## src/rtl/piso_pkg.sv

```systemverilog
// Shared definitions for the piso_tx serializer: FSM state encoding and a
// helper that sizes the bit counter.
package piso_pkg;

    // IDLE waits for a word; SHIFT presents one bit per cycle.
    typedef enum logic {
        IDLE  = 1'b0,
        SHIFT = 1'b1
    } state_e;

    // Counter width for a modulo-width bit counter (at least one bit).
    function automatic int cnt_bits(input int width);
        return (width > 1) ? $clog2(width) : 1;
    endfunction

endpackage

```

## src/rtl/piso_tx_if.sv

```systemverilog
// Parallel-in / serial-out link: word handshake toward the serializer and
// the registered serial stream coming back out of it.
interface piso_tx_if #(
    parameter int WIDTH = 4
);
    logic             in_valid;
    logic [WIDTH-1:0] in_data;
    logic             in_ready;
    logic             sout;
    logic             sout_valid;
    logic             done;

    // Word source: offers words, observes readiness and the serial stream.
    modport master (
        output in_valid, in_data,
        input  in_ready, sout, sout_valid, done
    );

    // Serializer side.
    modport slave (
        input  in_valid, in_data,
        output in_ready, sout, sout_valid, done
    );
endinterface

```

## src/rtl/tx_bit_counter.sv

```systemverilog
// Modulo-WIDTH bit position counter. clear has priority over enable and
// forces the count back to zero; last flags the final bit position.
module tx_bit_counter
    import piso_pkg::*;
#(
    parameter  int WIDTH = 4,
    localparam int CW    = cnt_bits(WIDTH)
) (
    input  logic          clk,
    input  logic          rst,
    input  logic          clear,
    input  logic          enable,
    output logic [CW-1:0] count,
    output logic          last
);

    localparam logic [CW-1:0] MAX = CW'(WIDTH - 1);

    logic [CW-1:0] count_q;
    logic [CW-1:0] count_d;

    // Next count: clear wins, otherwise advance and wrap after WIDTH-1.
    always_comb begin
        // NOTE: default assigned first so every path drives count_d; no latch.
        count_d = count_q;
        if (clear) begin
            count_d = '0;
        end else if (enable) begin
            count_d = (count_q == MAX) ? '0 : count_q + CW'(1);
        end
    end

    // Count register, cleared asynchronously.
    always_ff @(posedge clk or posedge rst) begin
        // NOTE: non-blocking so every flop samples pre-edge values.
        if (rst) begin
            count_q <= '0;
        end else begin
            count_q <= count_d;
        end
    end

    assign count = count_q;
    assign last  = (count_q == MAX);

endmodule

```

## src/rtl/piso_tx.sv

```systemverilog
// Parallel-in / serial-out transmitter. A word accepted on an edge appears
// on sout one bit per cycle starting the next cycle; a new word may be
// accepted on the edge that ends the last bit, giving a gapless stream.
module piso_tx
    import piso_pkg::*;
#(
    parameter int WIDTH     = 4,
    parameter bit LSB_FIRST = 1'b0
) (
    input logic       clk,
    input logic       rst,
    piso_tx_if.slave  bus
);

    localparam int CW      = cnt_bits(WIDTH);
    localparam int OUT_IDX = LSB_FIRST ? 0 : WIDTH - 1;

    state_e           state_q;
    state_e           state_d;
    logic [WIDTH-1:0] shreg_q;
    logic [WIDTH-1:0] shreg_d;
    logic             sout_valid_q;
    logic             sout_valid_d;
    logic             done_q;
    logic             done_d;

    logic [CW-1:0]    cnt;
    logic             cnt_last;
    logic             in_ready;
    logic             accept;
    logic [WIDTH-1:0] shifted;

    // Ready when idle, or while presenting the last bit of the current word.
    assign in_ready = (state_q == IDLE) || cnt_last;
    assign accept   = bus.in_valid && in_ready;

    // Move the next bit into the output position; zeros fill in behind, so
    // the register is empty (sout = 0) once the last bit has gone out.
    assign shifted = LSB_FIRST ? (shreg_q >> 1) : (shreg_q << 1);

    tx_bit_counter #(
        .WIDTH (WIDTH)
    ) u_bit_counter (
        .clk    (clk),
        .rst    (rst),
        .clear  (accept),
        .enable (state_q == SHIFT),
        .count  (cnt),
        .last   (cnt_last)
    );

    // Next state, shift register contents and registered output flags.
    always_comb begin
        state_d = state_q;
        shreg_d = shreg_q;
        case (state_q)
            IDLE: begin
                if (accept) begin
                    state_d = SHIFT;
                    shreg_d = bus.in_data;
                end
            end
            SHIFT: begin
                if (accept) begin
                    shreg_d = bus.in_data;
                end else begin
                    shreg_d = shifted;
                    if (cnt_last) begin
                        state_d = IDLE;
                    end
                end
            end
            default: begin
                state_d = IDLE;
                shreg_d = '0;
            end
        endcase
        sout_valid_d = (state_d == SHIFT);
        // Next cycle presents the last bit when the counter is about to
        // reach WIDTH-1; a fresh acceptance restarts at bit 0 instead.
        done_d       = (state_d == SHIFT) && !accept && (cnt == CW'(WIDTH - 2));
    end

    // State, data and output flag registers, cleared asynchronously.
    always_ff @(posedge clk or posedge rst) begin
        if (rst) begin
            state_q      <= IDLE;
            shreg_q      <= '0;
            sout_valid_q <= 1'b0;
            done_q       <= 1'b0;
        end else begin
            state_q      <= state_d;
            shreg_q      <= shreg_d;
            sout_valid_q <= sout_valid_d;
            done_q       <= done_d;
        end
    end

    assign bus.in_ready   = in_ready;
    assign bus.sout       = shreg_q[OUT_IDX];
    assign bus.sout_valid = sout_valid_q;
    assign bus.done       = done_q;

endmodule

```

## src/flat_wrapper.sv

```systemverilog
// flat-port wrapper written by rule: the top's interface ports become plain ports
module piso_tx_flat import piso_pkg::*;
#(
    parameter int WIDTH     = 4,
    parameter bit LSB_FIRST = 1'b0
)
  (clk, rst, bus_in_valid, bus_in_data, bus_in_ready, bus_sout, bus_sout_valid, bus_done);
  piso_tx_if #(.WIDTH(WIDTH)) bus_i ();
  input logic clk;
  input logic rst;
  input wire logic [$bits(bus_i.in_valid)-1:0] bus_in_valid;
  input wire logic [$bits(bus_i.in_data)-1:0] bus_in_data;
  output wire logic [$bits(bus_i.in_ready)-1:0] bus_in_ready;
  output wire logic [$bits(bus_i.sout)-1:0] bus_sout;
  output wire logic [$bits(bus_i.sout_valid)-1:0] bus_sout_valid;
  output wire logic [$bits(bus_i.done)-1:0] bus_done;
  assign bus_i.in_valid = bus_in_valid;
  assign bus_i.in_data = bus_in_data;
  assign bus_in_ready = bus_i.in_ready;
  assign bus_sout = bus_i.sout;
  assign bus_sout_valid = bus_i.sout_valid;
  assign bus_done = bus_i.done;
  piso_tx #(.WIDTH(WIDTH), .LSB_FIRST(LSB_FIRST)) u_core (.clk(clk), .rst(rst), .bus(bus_i));
endmodule
```

## config.mk

```make
export PLATFORM = sky130hd
export DESIGN_NAME = piso_tx_flat
export DESIGN_NICKNAME = d
export VERILOG_FILES = /design/src/rtl/piso_pkg.sv /design/src/rtl/piso_tx_if.sv /design/src/rtl/tx_bit_counter.sv /design/src/rtl/piso_tx.sv /design/src/flat_wrapper.sv
export SDC_FILE = /design/constraint.sdc
export NUM_CORES = 1
export LEC_CHECK = 0
export ABC_AREA = 1
export BUFFER_PORTS_ARGS = -buffer_cell sky130_fd_sc_hd__buf_2
export CORE_AREA = 5 5 42 44
export CTS_CLUSTER_SIZE = 14
export DETAILED_ROUTE_END_ITERATION = 16
export DIE_AREA = 0 0 47 49
export GPL_TIMING_DRIVEN = 0
export PLACE_DENSITY = 0.45
export SLEW_MARGIN = 30
export SYNTH_ARGS = -nofsm -noshare
export SYNTH_HDL_FRONTEND = slang
export SYNTH_SLANG_ARGS = --single-unit
```

## constraint.sdc

```tcl
create_clock -name clk -period 2 [get_ports clk]
set_clock_uncertainty 0.1 [all_clocks]
set_input_delay 0.4 -clock clk [delete_from_list [all_inputs] [get_ports clk]]
set_output_delay 0.4 -clock clk [all_outputs]
set_load 0.01 [all_outputs]
```

==> results.yml <==
status:
  status: "complete, no violations"
cells_and_area:
  utilization_pct: 34.0
  final_cell_area_sq_um: 477
  synthToLayoutAreaGrowth_pct: 27.4
  nFillCells: 163
  nets: 67
  n_antenna_cell: 0
  final_cells: 72
  drive_gt1_share_pct: 30.4
timing:
  setup_viol: 0
  finalCritPeriodShare_pct: 87.2
  finalMaxSlewViolations: 0
  finalHoldViolCount: 0
  slew-limit-headroom_pct: 79.5
  fin_crit_ps: 1740
  rsz0062_at_grt: "no"
  holdWs_ps: 272
  finalSetupTns_ps: 0
  tightest_slew_ps: 308
  layout_setup_ws_ps: 256
  max_freq_mhz: 573
worst_setup_path:
  path_cells: "ha_1, inv_1, nand2_2, buf_2"
  worstPathRequired_ps: 1500
  r2r_cells: 5
  critPathBufInv: 2
  slowest_delay_ps: 400
  cp-start-kind: "flip-flop"
  path_delay_family: "flip-flops"
  crit_cells: 4
  critPathArrivalTime_ps: 1240
  slowest_stage: "dfrtp_1"
  cp_max_fo: 8
  endpoint_kind: "output port"
  timing_worst_setup_path_type: "reg2out"
clocking:
  clkSlewWorstSetupHoldPaths_ps: 60
  htree_levels: 1
  cts_tree: "built"
  clk_latency_ps: 250
  cts_root_buffer: "clkbuf_4"
  cts.repair.resized: 0
  cts_sinks: 8
  clockBufferDepth: 2
  numCtsBuffers: 3
synth:
  ys_warn_count: 0
  syn_avg_cell_area_sq_um: 8.91
  syn_area_sq_um: 374
  synth_cells: 42
  ys_seq_area_share_pct: 53.5
  synth.distinct_cells: 11
  synth_nets: 51
  yosys_register_bits: 8
pwr:
  cellLeakagePower_nw: 0.255
  power.total_mw: 0.673
  power_density_nw_per_um2: 1410
  pwr-share-comb_pct: 40.0
  switchingPower_mw: 0.264
  netSwitchingFraction_pct: 39.3
  p_int_mw: 0.408
  p_clk_share_pct: 18.3
  vdd_drop_max_mv: 0.530
  seqPwrFrac_pct: 41.7
placed_design:
  placed_cell_area_sq_um: 444
  gp_congestion: 0.696
  pre_cts_ws_ps: 504
  place_inst: 68
  dp_hpwl_um: 578
  numPortBuffers: 10
job:
  maxCapViolCount: 0
hold_path:
  min_path_cells: 3
  min_path_type: "in2reg"
route:
  vias_per_cell: 4.40
  vias: 317
  drt-total-wl_um: 765
  dr.pass1.iters: 4
  wl_met3_um: 53
  drc: 0
  wl_met1_um: 384
  ant_nets: 0
  top_layer: "met4"
  initialDrtViolationCount: 4
  dr_wl_met2_um: 319
  avgRoutedWirePerCell_um: 10.6
floorplan:
  design.die.area_sq_um: 2300
  die_x_um: 47
  rows: 14
  core_area_sq_um: 1400
  boundaryPins: 11
  dieHeight_um: 49
  initial_core_util_pct: 26.7
global_route:
  grt_max_degree: 9
  grt-ovfl-total: 0
  grt_pass1_vias: 298
  grt_pass1_wl_um: 1300
  grtUsageTotal_pct: 8.01
  antenna_found_initial: 0
layer usage:
layer	up-vias	GRT usage, %
li1	167	-
met3	2	3.32
met2	11	9.50
met5	-	0
met4	0	4.15
met1	137	11.9
state kept, by name, summed over array words and instances, names as in the netlist:
signal and flops:
u_core.bus.done 1, u_core.shreg_q 4, u_core.u_bit_counter.count 2, u_core.state_q 1
power groups by stage:
stage / logic (mW) / clock network [mW] / registers [mW]
after detailed placement: 0.275 / 0 / 0.285
final: 0.269 / 0.123 / 0.281
after floorplan: 0.176 / 0 / 0.289
after CTS: 0.277 / 0.128 / 0.282
after global routing: 0.314 / 0.136 / 0.291
after global placement: 0.274 / 0 / 0.282
worst paths after layout:
check | start | slack, ps | end
worst max-delay path | u_core.u_bit_counter.count[0]$_DFFE_PP0P_ | 260 | bus_in_ready
worst min-delay path | bus_in_data[0] | 270 | u_core.shreg_q[0]$_DFFE_PP0P_
worst max register to register | u_core.u_bit_counter.count[0]$_DFFE_PP0P_ | 750 | u_core.state_q$_DFF_PP0_
worst min register to register | u_core.shreg_q[0]$_DFFE_PP0P_ | 380 | u_core.shreg_q[0]$_DFFE_PP0P_
max in group asynchronous | rst | 1030 | u_core.u_bit_counter.count[1]$_DFFE_PP0P_
min in group asynchronous | rst | 540 | u_core.shreg_q[3]$_DFFE_PP0P_
cell families after synthesis:
kind of cell	count (synthesis)	synth area share [%]
AO/OA/AOI/OAI	3	5.02
adder cells (fa/ha/maj)	2	6.69
buffers and inverters	5	5.02
flip-flops	8	53.5
AND/OR/NAND/NOR	24	29.8
cell usage in the layout (no fill, tap or decap):
cell	netlist	final
buf_2	0	10
nand3_1	7	7
dfrtp_1	8	8
nor2_1	1	1
dlygate4sd3_1	0	1
o21ai_0	2	2
inv_1	5	5
nand2_2	1	1
nand2_1	13	13
nor2_2	1	1
nor2_4	1	1
a21oi_2	1	1
clkbuf_4	0	3
ha_1	2	2
final cells by class:
type | count | area [sq um] | share of cell area [%]
Multi-Input combinational cell | 29 | 155 | 32.5
Sequential cell | 8 | 200 | 42.0
Tap cell | 16 | 20.0 | 4.20
Timing Repair Buffer | 11 | 60.1 | 12.6
Inverter | 5 | 18.8 | 3.94
Clock buffer | 3 | 22.5 | 4.72
what timing repair did:
action	in CTS	in global routing
hold endpoints to repair	4	0
buffers inserted	0	0
hold buffers	1	0
cells in the mapped netlist:
master | instances | area (sq um)
nand2_2 | 1 | 6.26
dfrtp_1 | 8 | 200
nor2_1 | 1 | 3.75
inv_1 | 5 | 18.8
o21ai_0 | 2 | 10.0
a21oi_2 | 1 | 8.76
nand2_1 | 13 | 48.8
ha_1 | 2 | 25.0
nand3_1 | 7 | 35.0
nor2_2 | 1 | 6.26
nor2_4 | 1 | 11.3
worst min-delay path, stage by stage:
cell and delay [ps]:
buf_2 80, nand3_1 60, nand2_1 50
No activity file was read; power rests on OpenSTA's default activity.
